[src/rtl/shift_reg_univ.sv]
// Universal WIDTH-bit shift register: hold/shift/rotate/ASR/load/clear with serial I/O at both ends.
// Define SHREG_BURST_EN to compile in the burst engine (start/count repeat with busy/done).
module shift_reg_univ #(
  parameter int unsigned WIDTH = 8,
  parameter int unsigned CNT_W = 5
) (
  input  logic             clk,
  input  logic             rst_n,
  input  logic             en,
  input  logic [2:0]       op,
  input  logic [WIDTH-1:0] data,
  input  logic             sin_l,
  input  logic             sin_r,
  input  logic             start,
  input  logic [CNT_W-1:0] count,
  output logic [WIDTH-1:0] q,
  output logic             sout_l,
  output logic             sout_r,
  output logic             busy,
  output logic             done
);

  localparam logic [2:0] OpHold  = 3'b000;
  localparam logic [2:0] OpShl   = 3'b001;
  localparam logic [2:0] OpShr   = 3'b010;
  localparam logic [2:0] OpRol   = 3'b011;
  localparam logic [2:0] OpRor   = 3'b100;
  localparam logic [2:0] OpAsr   = 3'b101;
  localparam logic [2:0] OpLoad  = 3'b110;
  localparam logic [2:0] OpClear = 3'b111;

  if (WIDTH < 2) begin : g_width_check
    $error("shift_reg_univ: WIDTH must be at least 2");
  end

  function automatic logic [WIDTH-1:0] apply_op(
    input logic [2:0]       opc,
    input logic [WIDTH-1:0] cur,
    input logic [WIDTH-1:0] ld,
    input logic             sl,
    input logic             sr
  );
    logic [WIDTH-1:0] res;
    unique case (opc)
      OpHold:  res = cur;
      OpShl:   res = {cur[WIDTH-2:0], sr};
      OpShr:   res = {sl, cur[WIDTH-1:1]};
      OpRol:   res = {cur[WIDTH-2:0], cur[WIDTH-1]};
      OpRor:   res = {cur[0], cur[WIDTH-1:1]};
      OpAsr:   res = {cur[WIDTH-1], cur[WIDTH-1:1]};
      OpLoad:  res = ld;
      OpClear: res = '0;
      default: res = cur;
    endcase
    return res;
  endfunction

  logic [WIDTH-1:0] q_q, q_d;

  assign q      = q_q;
  assign sout_l = q_q[WIDTH-1];
  assign sout_r = q_q[0];

`ifdef SHREG_BURST_EN

  typedef enum logic {StIdle, StRun} state_e;

  state_e           state_q, state_d;
  logic [CNT_W-1:0] rem_q, rem_d;
  logic [2:0]       bop_q, bop_d;
  logic             done_q, done_d;

  // A latched HOLD/LOAD/CLEAR only marks time: the burst never loads or clears.
  function automatic logic [WIDTH-1:0] burst_op(
    input logic [2:0]       opc,
    input logic [WIDTH-1:0] cur,
    input logic             sl,
    input logic             sr
  );
    logic [WIDTH-1:0] res;
    if (opc == OpHold || opc == OpLoad || opc == OpClear) begin
      res = cur;
    end else begin
      res = apply_op(opc, cur, '0, sl, sr);
    end
    return res;
  endfunction

  always_comb begin
    q_d     = q_q;
    state_d = state_q;
    rem_d   = rem_q;
    bop_d   = bop_q;
    done_d  = 1'b0;
    unique case (state_q)
      StIdle: begin
        if (start) begin
          bop_d = op;
          rem_d = count;
          if (count == '0) begin
            done_d = 1'b1;
          end else begin
            state_d = StRun;
          end
        end else if (en) begin
          q_d = apply_op(op, q_q, data, sin_l, sin_r);
        end
      end
      StRun: begin
        if (en) begin
          q_d   = burst_op(bop_q, q_q, sin_l, sin_r);
          rem_d = rem_q - CNT_W'(1);
          if (rem_q == CNT_W'(1)) begin
            state_d = StIdle;
            done_d  = 1'b1;
          end
        end
      end
      default: state_d = StIdle;
    endcase
  end

  always_ff @(posedge clk or negedge rst_n) begin
    if (!rst_n) begin
      q_q     <= '0;
      state_q <= StIdle;
      rem_q   <= '0;
      bop_q   <= OpHold;
      done_q  <= 1'b0;
    end else begin
      q_q     <= q_d;
      state_q <= state_d;
      rem_q   <= rem_d;
      bop_q   <= bop_d;
      done_q  <= done_d;
    end
  end

  assign busy = (state_q == StRun);
  assign done = done_q;

  // done is only ever raised on the edge that returns to (or stays in) IDLE.
  a_done_not_busy: assert property (@(posedge clk) disable iff (!rst_n) done |-> !busy);
  a_run_rem_nonzero: assert property (@(posedge clk) disable iff (!rst_n)
                                      busy |-> (rem_q != '0));

`else

  logic unused_burst_inputs;
  assign unused_burst_inputs = ^{start, count};

  always_comb begin
    q_d = q_q;
    if (en) begin
      q_d = apply_op(op, q_q, data, sin_l, sin_r);
    end
  end

  always_ff @(posedge clk or negedge rst_n) begin
    if (!rst_n) begin
      q_q <= '0;
    end else begin
      q_q <= q_d;
    end
  end

  assign busy = 1'b0;
  assign done = 1'b0;

`endif

endmodule

[config.mk]
export PLATFORM = sky130hd
export DESIGN_NAME = shift_reg_univ
export DESIGN_NICKNAME = d
export VERILOG_FILES = /design/src/rtl/shift_reg_univ.sv
export SDC_FILE = /design/constraint.sdc
export NUM_CORES = 1
export LEC_CHECK = 0
export BUFFER_PORTS_ARGS = -buffer_cell sky130_fd_sc_hd__buf_2
export CAP_MARGIN = 15
export CORE_MARGIN = 5
export CORE_UTILIZATION = 43
export CTS_CLUSTER_DIAMETER = 100
export CTS_CLUSTER_SIZE = 8
export DETAILED_ROUTE_END_ITERATION = 10
export PLACE_DENSITY_LB_ADDON = 0.25
export SYNTH_ARGS = -nofsm -noshare
export SYNTH_HDL_FRONTEND = slang
export SYNTH_SLANG_ARGS = --single-unit
[constraint.sdc]
create_clock -name clk -period 1.15 [get_ports clk]
set_input_delay 0.23 -clock clk [delete_from_list [all_inputs] [get_ports clk]]
set_output_delay 0.23 -clock clk [all_outputs]
set_load 0.01 [all_outputs]
==> results of run 1 <==
power by group through the flow:
stage | registers, mW | logic, mW | clock network, mW
final | 0.371 | 0.353 | 0.220
after global routing | 0.377 | 0.390 | 0.251
after CTS | 0.364 | 0.359 | 0.233
after detailed placement | 0.370 | 0.348 | 0
after global placement | 0.367 | 0.344 | 0
after floorplan | 0.393 | 0.186 | 0
timing repair:
action | CTS | global route
endpoints found under the setup margin | 3 | 6
endpoints found under the hold margin | 8 | 0
resized for setup | 1 | 2
pin swaps | 0 | 1
hold buffers | 1 | 0
per-stage QoR:
step | utilization, % | cell area (sq um) | cells
final | 58.4 | 850 | 125
after floorplan | - | 649 | 79
after global placement | 55.6 | 808 | 122
after global routing | 58.4 | 850 | 125
after CTS | 58.3 | 847 | 126
after detailed placement | 55.6 | 808 | 122
cells in the final DEF, fill, tap and decap left out, types with 2 or more instances in the layout:
master    count
a21o_1        6
buf_4        11
dfrtp_1       8
o21ai_0       6
nor2_1        6
a21oi_1       2
buf_2        23
a41oi_1       6
buf_6         3
clkbuf_4      3
nand2_1      13
conb_1        2
inv_1         3
layout make-up:
class / count / area (sq um)
clock buffer: 3 / 22.5
fill: 151 / 604
inverter: 3 / 11.3
multi-input combinational: 57 / 354
sequential: 8 / 200
tap: 16 / 20.0
timing repair buffer: 38 / 241
cells by family (layout without fill, tap and decap cells):
| family | after synthesis | count (layout) | share of synthesized area [%] |
|---|---|---|---|
| compound gates | 28 | 28 | 32.0 |
| xor+xnor | 1 | 1 | 1.36 |
| buf+inv | 14 | 44 | 14.2 |
| flops | 8 | 8 | 31.2 |
| mux | 2 | 2 | 3.31 |
| other cells | 1 | 2 | 0.584 |
| simple gates | 24 | 24 | 17.4 |
metal layers:
layer | GRT usage [%] | share of wire, % | up-vias
li1 | - | - | 338
met1 | 19.6 | 45 | 330
met2 | 21.5 | 48 | 25
met3 | 2.76 | 6.1 | 2
met4 | 9.42 | 1.1 | 0
met5 | 0 | 0 | -
worst min-delay path, cell delays in order:
cell and delay (ns):
buf_2 0.09, nand2_1 0.05, a41oi_1 0.11
worst max-delay path by stage:
stage	end	slack [ns]	depth (start not counted)
floorplan	q[0]	0.002	5
CTS	q[7]	-0.003	2
global placement	q[0]	-0.09	4
detailed placement	q[0]	-0.09	4
global route	sout_l	-0.02	2
finish	sout_l	0.02	2
==> impl_metrics.py, run 1 <==
metrics = {
    "outcome": {
        "status": "complete, no violations",
    },
    "cts": {
        "cts-buffers-inserted": 3,
        "cts_setup_buffers": 0,
        "h-tree-depth": 1,
        "clock_path_buffers": 2,
        "clkSlewWorstSetupHoldPaths_ns": 0.06,
        "cts_sinks": 8,
        "clock_latency_ns": 0.25,
        "cts_tree": "yes",
        "cts_root_buf": "clkbuf_4",
    },
    "floorplanning": {
        "dieArea_sq_um": 2370,
        "ios": 34,
        "fp.dieH_um": 48.6,
        "core-area_sq_um": 1450,
        "die_w_um": 48.6,
        "core.rowCount": 14,
        "start_util_pct": 44.1,
    },
    "worst_setup_path": {
        "rr_worst_depth": 3,
        "r2r_slack_ns": 0.03,
        "cp_max_fo": 4,
        "critPathBufInv": 2,
        "start_kind": "flip-flop",
        "reg2reg_from": "q[0]",
        "worstSetupEndpointType": "output port",
        "reg2reg_to": "q[7]",
        "crit_path_cell_trace": "buf_6 > buf_2",
        "cpPeakStageDelay_ns": 0.39,
        "cp.required_ns": 0.92,
        "critPathKind": "flip-flop to output port",
        "cp.arrival_ns": 0.90,
        "critPathTopFamily": "flip-flops",
        "critPathSlowestCell": "dfrtp_1",
        "startpoint": "q[7]",
    },
    "grt": {
        "grt_max_degree": 10,
        "grt_pass1_wl_mm": 2.77,
        "grt_overflow_total": 0,
        "grt_pass1_vias": 617,
        "antenna_found_initial": 0,
        "grt_usage_pct": 14.7,
    },
    "power": {
        "power.density_nw_per_um2": 1110,
        "ir_drop_mv": 0.649,
        "netSwitchingFraction_pct": 33.0,
        "power_mw": 0.945,
        "p_seq_share_pct": 39.3,
        "comb_power_share_pct": 37.4,
        "p_switching_mw": 0.312,
        "internal-power_mw": 0.633,
        "clock_power_share_pct": 23.3,
        "leakage_nw": 0.413,
    },
    "timing": {
        "period_share_pct": 98.3,
        "setup_slack_ns": 0.0201,
        "finClkSkew_ns": 0.00420,
        "finalSetupTns_ns": 0,
        "fin_crit_ns": 1.13,
        "slew_violations": 0,
        "rsz0062_at_grt": "yes",
        "setup_viol": 0,
        "max_freq_mhz": 885,
        "finalHoldViolations": 0,
        "whs_ns": 0.264,
    },
    "logic_synthesis": {
        "ys_seq_elements": 8,
        "synth_top_cell_area_share_pct": 31.2,
        "synth_edf_count": 0,
        "syn_inst": 78,
        "synthFlopType": "dfrtp_1",
        "synth_largest_area_cell": "dfrtp_1",
        "syn_area_per_cell_sq_um": 8.23,
        "synthTopCellsByArea": "dfrtp_1 31%, a41oi_1 8.2%, nand2_1 7.6%",
        "synth.top_cells.by_count": "13 x nand2_1, 8 x dfrtp_1",
        "yosysWarningCount": 0,
        "ys_seq_area_share_pct": 31.2,
        "yosysUniqueCellTypes": 29,
        "synthArstFlopShare_pct": 100,
        "netlist_area_sq_um": 642,
        "synth_most_common_cell": "nand2_1",
    },
    "place": {
        "dpl.hpwl_mm": 1.31,
        "place_ws_ns": -0.0938,
        "gp_congestion": 0.826,
        "io_buffer_count": 25,
    },
    "worst_hold_path": {
        "worst_hold_startpoint": "data[1]",
        "hold_end": "q[1]",
        "hold_depth": 3,
        "min_path_type": "input port to flip-flop",
    },
    "final_layout": {
        "largest_register_ffs": 8,
        "drive_gt1_share_pct": 39.4,
        "area_growth_pct": 32.4,
        "fin_nets": 133,
        "diodes": 0,
    },
    "run": {
        "cap_viol_max_count": 0,
    },
    "detailed_routing": {
        "antenna_left": 0,
        "vias": 695,
        "dr.pass1.iters": 4,
        "routed_wirelength_mm": 1.69,
        "detail_route.wl_per_cell_um": 13.5,
        "drt_iter0_markers": 19,
        "vias_per_cell": 5.56,
        "drcViolationCount": 0,
    },
}
Power figures use the tool's default switching activity.
==> run 2: changes to the inputs <==
--- a/config.mk
+++ b/config.mk
@@ -5,6 +5,7 @@
 export SDC_FILE = /design/constraint.sdc
 export NUM_CORES = 1
 export LEC_CHECK = 0
+export ABC_AREA = 1
 export BUFFER_PORTS_ARGS = -buffer_cell sky130_fd_sc_hd__buf_2
 export CAP_MARGIN = 15
 export CORE_MARGIN = 5
@@ -13,6 +14,7 @@
 export CTS_CLUSTER_SIZE = 8
 export DETAILED_ROUTE_END_ITERATION = 10
 export PLACE_DENSITY_LB_ADDON = 0.25
+export RECOVER_POWER = 25
 export SYNTH_ARGS = -nofsm -noshare
 export SYNTH_HDL_FRONTEND = slang
 export SYNTH_SLANG_ARGS = --single-unit
==> constraint.sdc (replaced) <==
create_clock -name clk -period 1.15 [get_ports clk]
set_input_delay 0.23 -clock clk [delete_from_list [all_inputs] [get_ports clk]]
set_output_delay 0.23 -clock clk [all_outputs]
set_load 0.05 [all_outputs]
==> impl_metrics.py, run 2 <==
metrics = {
    "outcome": {
        "status": "complete, no violations",
    },
    "worst_setup_path": {
        "crit_path_cell_trace": "buf_4",
        "worstSetupEndpointType": "output port",
        "cpPeakStageDelay_ns": 0.44,
        "cp.required_ns": 0.92,
        "rr_worst_depth": 6,
        "reg2reg_from": "q[7]",
        "critPathKind": "flip-flop to output port",
        "critPathSlowestCell": "dfrtp_2",
        "r2r_slack_ns": 0.18,
        "critPathBufInv": 1,
        "cp.arrival_ns": 0.90,
        "cp_max_fo": 5,
        "critPathTopFamily": "flip-flops",
        "reg2reg_to": "q[0]",
        "start_kind": "flip-flop",
    },
    "cts": {
        "cts_sinks": 8,
        "cts-buffers-inserted": 3,
        "clock_path_buffers": 2,
        "clkSlewWorstSetupHoldPaths_ns": 0.07,
        "h-tree-depth": 1,
        "cts_root_buf": "clkbuf_4",
        "cts_tree": "yes",
        "clock_latency_ns": 0.27,
    },
    "power": {
        "comb_power_share_pct": 47.6,
        "internal-power_mw": 0.634,
        "clock_power_share_pct": 20.6,
        "ir_drop_mv": 0.849,
        "netSwitchingFraction_pct": 46.8,
        "p_seq_share_pct": 31.8,
        "leakage_nw": 0.491,
        "power_mw": 1.19,
        "power.density_nw_per_um2": 1420,
        "p_switching_mw": 0.558,
    },
    "final_layout": {
        "area_growth_pct": 27.1,
        "fin_nets": 157,
        "diodes": 0,
        "fin_util_pct": 56.4,
        "largest_register_ffs": 8,
        "drive_gt1_share_pct": 32.1,
        "layout_common_cells": "33 x nand2_1, 16 x nor2_1, 15 x inv_1, 15 x buf_2, 10 x buf_4",
        "final_common_cell": "nand2_1",
    },
    "worst_hold_path": {
        "min_path_type": "input port to flip-flop",
        "hold_depth": 5,
        "hold_end": "q[1]",
        "worst_hold_startpoint": "data[1]",
    },
    "logic_synthesis": {
        "syn_inst": 106,
        "synthArstFlopShare_pct": 100,
        "synthFlopType": "dfrtp_1",
        "yosysUniqueCellTypes": 17,
        "synth_edf_count": 0,
        "synth.top_cells.by_count": "33 x nand2_1, 16 x nor2_1, 15 x inv_1",
        "syn_area_per_cell_sq_um": 6.23,
        "ys_seq_elements": 8,
        "netlist_area_sq_um": 661,
        "synth_top_cell_area_share_pct": 30.3,
        "synth_most_common_cell": "nand2_1",
        "synth_largest_area_cell": "dfrtp_1",
        "ys_seq_area_share_pct": 30.3,
        "yosysWarningCount": 0,
        "synthTopCellsByArea": "dfrtp_1 30%, nand2_1 19%, nor2_1 9.1%",
    },
    "detailed_routing": {
        "drt_iter0_markers": 21,
        "dr.pass1.iters": 4,
        "detail_route.wl_per_cell_um": 10.8,
        "vias_per_cell": 4.66,
        "drcViolationCount": 0,
        "antenna_left": 0,
        "routed_wirelength_mm": 1.62,
        "vias": 699,
    },
    "timing": {
        "fin_crit_ns": 1.13,
        "finClkSkew_ns": 0.0151,
        "setup_viol": 0,
        "period_share_pct": 98.7,
        "slew_violations": 0,
        "whs_ns": 0.264,
        "max_freq_mhz": 881,
        "finalHoldViolations": 0,
        "rsz0062_at_grt": "yes",
    },
    "floorplanning": {
        "die_w_um": 49.2,
        "ios": 34,
        "dieArea_sq_um": 2420,
        "fp.dieH_um": 49.2,
        "core.rowCount": 14,
        "start_util_pct": 44.4,
        "core-area_sq_um": 1490,
    },
    "grt": {
        "grt_pass1_vias": 649,
        "grt_pass1_wl_mm": 2.70,
        "antenna_found_initial": 0,
        "grt_max_degree": 17,
        "grt_usage_pct": 13.9,
        "grt_overflow_total": 0,
    },
    "place": {
        "io_buffer_count": 25,
        "dpl.hpwl_mm": 1.26,
        "gp_congestion": 0.864,
    },
    "run": {
        "cap_viol_max_count": 0,
    },
}
==> run 2: changes by cell type after synthesis, sizes merged, moves of 3 or more <==
cell	change
a21o	-6
a41oi	-6
buf	-3
inv	+13
nand2	+25
nand3	+9
nand4	+5
nor2	+12
o21ai	-4
==> run 2: kinds of logic after synthesis <==
family | count (synthesis) | share of synthesized area, %
and+or+nand+nor | 71 | 47.5
buffers and inverters | 24 | 19.5
DFF | 8 | 30.3
AOI/OAI and AO/OA | 2 | 2.08
other | 1 | 0.568
==> run 2: stage by stage <==
| step | cell area, sq um | TNS (ns) | cells | setup WS [ns] |
|---|---|---|---|---|
| after floorplan | 667 | 0 | 107 | 0.0840 |
| after global placement | 782 | 0 | 145 | 0.0364 |
| after detailed placement | 782 | 0 | 145 | 0.00704 |
| after CTS | 826 | -0.0469 | 150 | -0.0235 |
| after global routing | 840 | -0.0334 | 150 | -0.00962 |
| final | 840 | 0 | 150 | 0.0153 |
==> run 2: power groups by stage <==
stage,Clock [mW],Sequential [mW],Combinational (mW)
final,0.245,0.378,0.568
after global routing,0.270,0.387,0.613
after CTS,0.247,0.377,0.552
after detailed placement,0,0.381,0.537
after global placement,0,0.379,0.529
after floorplan,0,0.548,0.253
==> run 2: per-layer routing <==
layer | vias up | part of all wire [%] | track usage, %
met3 | 5 | 7.1 | 3.98
met5 | - | 0 | 0
met4 | 0 | 2.0 | 6.73
li1 | 369 | - | -
met1 | 297 | 43 | 15.9
met2 | 28 | 48 | 23.4
==> run 2: cell type report <==
class | count | area [sq um]
timing repair buffer | 30 | 186
inverter | 17 | 68.8
tap | 16 | 20.0
multi-input combinational | 75 | 335
fill | 152 | 649
sequential | 8 | 203
clock buffer | 4 | 26.3
==> run 2: how the worst max path moves through the flow <==
| stage | from | end | depth (start not counted) |
|---|---|---|---|
| after floorplan | q[4] | q[5] | 6 |
| after global routing | q[7] | sout_l | 1 |
| after detailed placement | op[0] | q[2] | 8 |
| after CTS | q[0] | q[0] | 1 |
| final | q[7] | sout_l | 1 |
| after global placement | op[0] | q[1] | 8 |
==> run 2: timing repair <==
item | CTS | global route
endpoints found under the setup margin | 5 | 8
hold buffers | 1 | 0
hold endpoints to repair | 8 | 0
setup buffers | 0 | 0
pin swaps | 0 | 0
resized for setup | 3 | 9
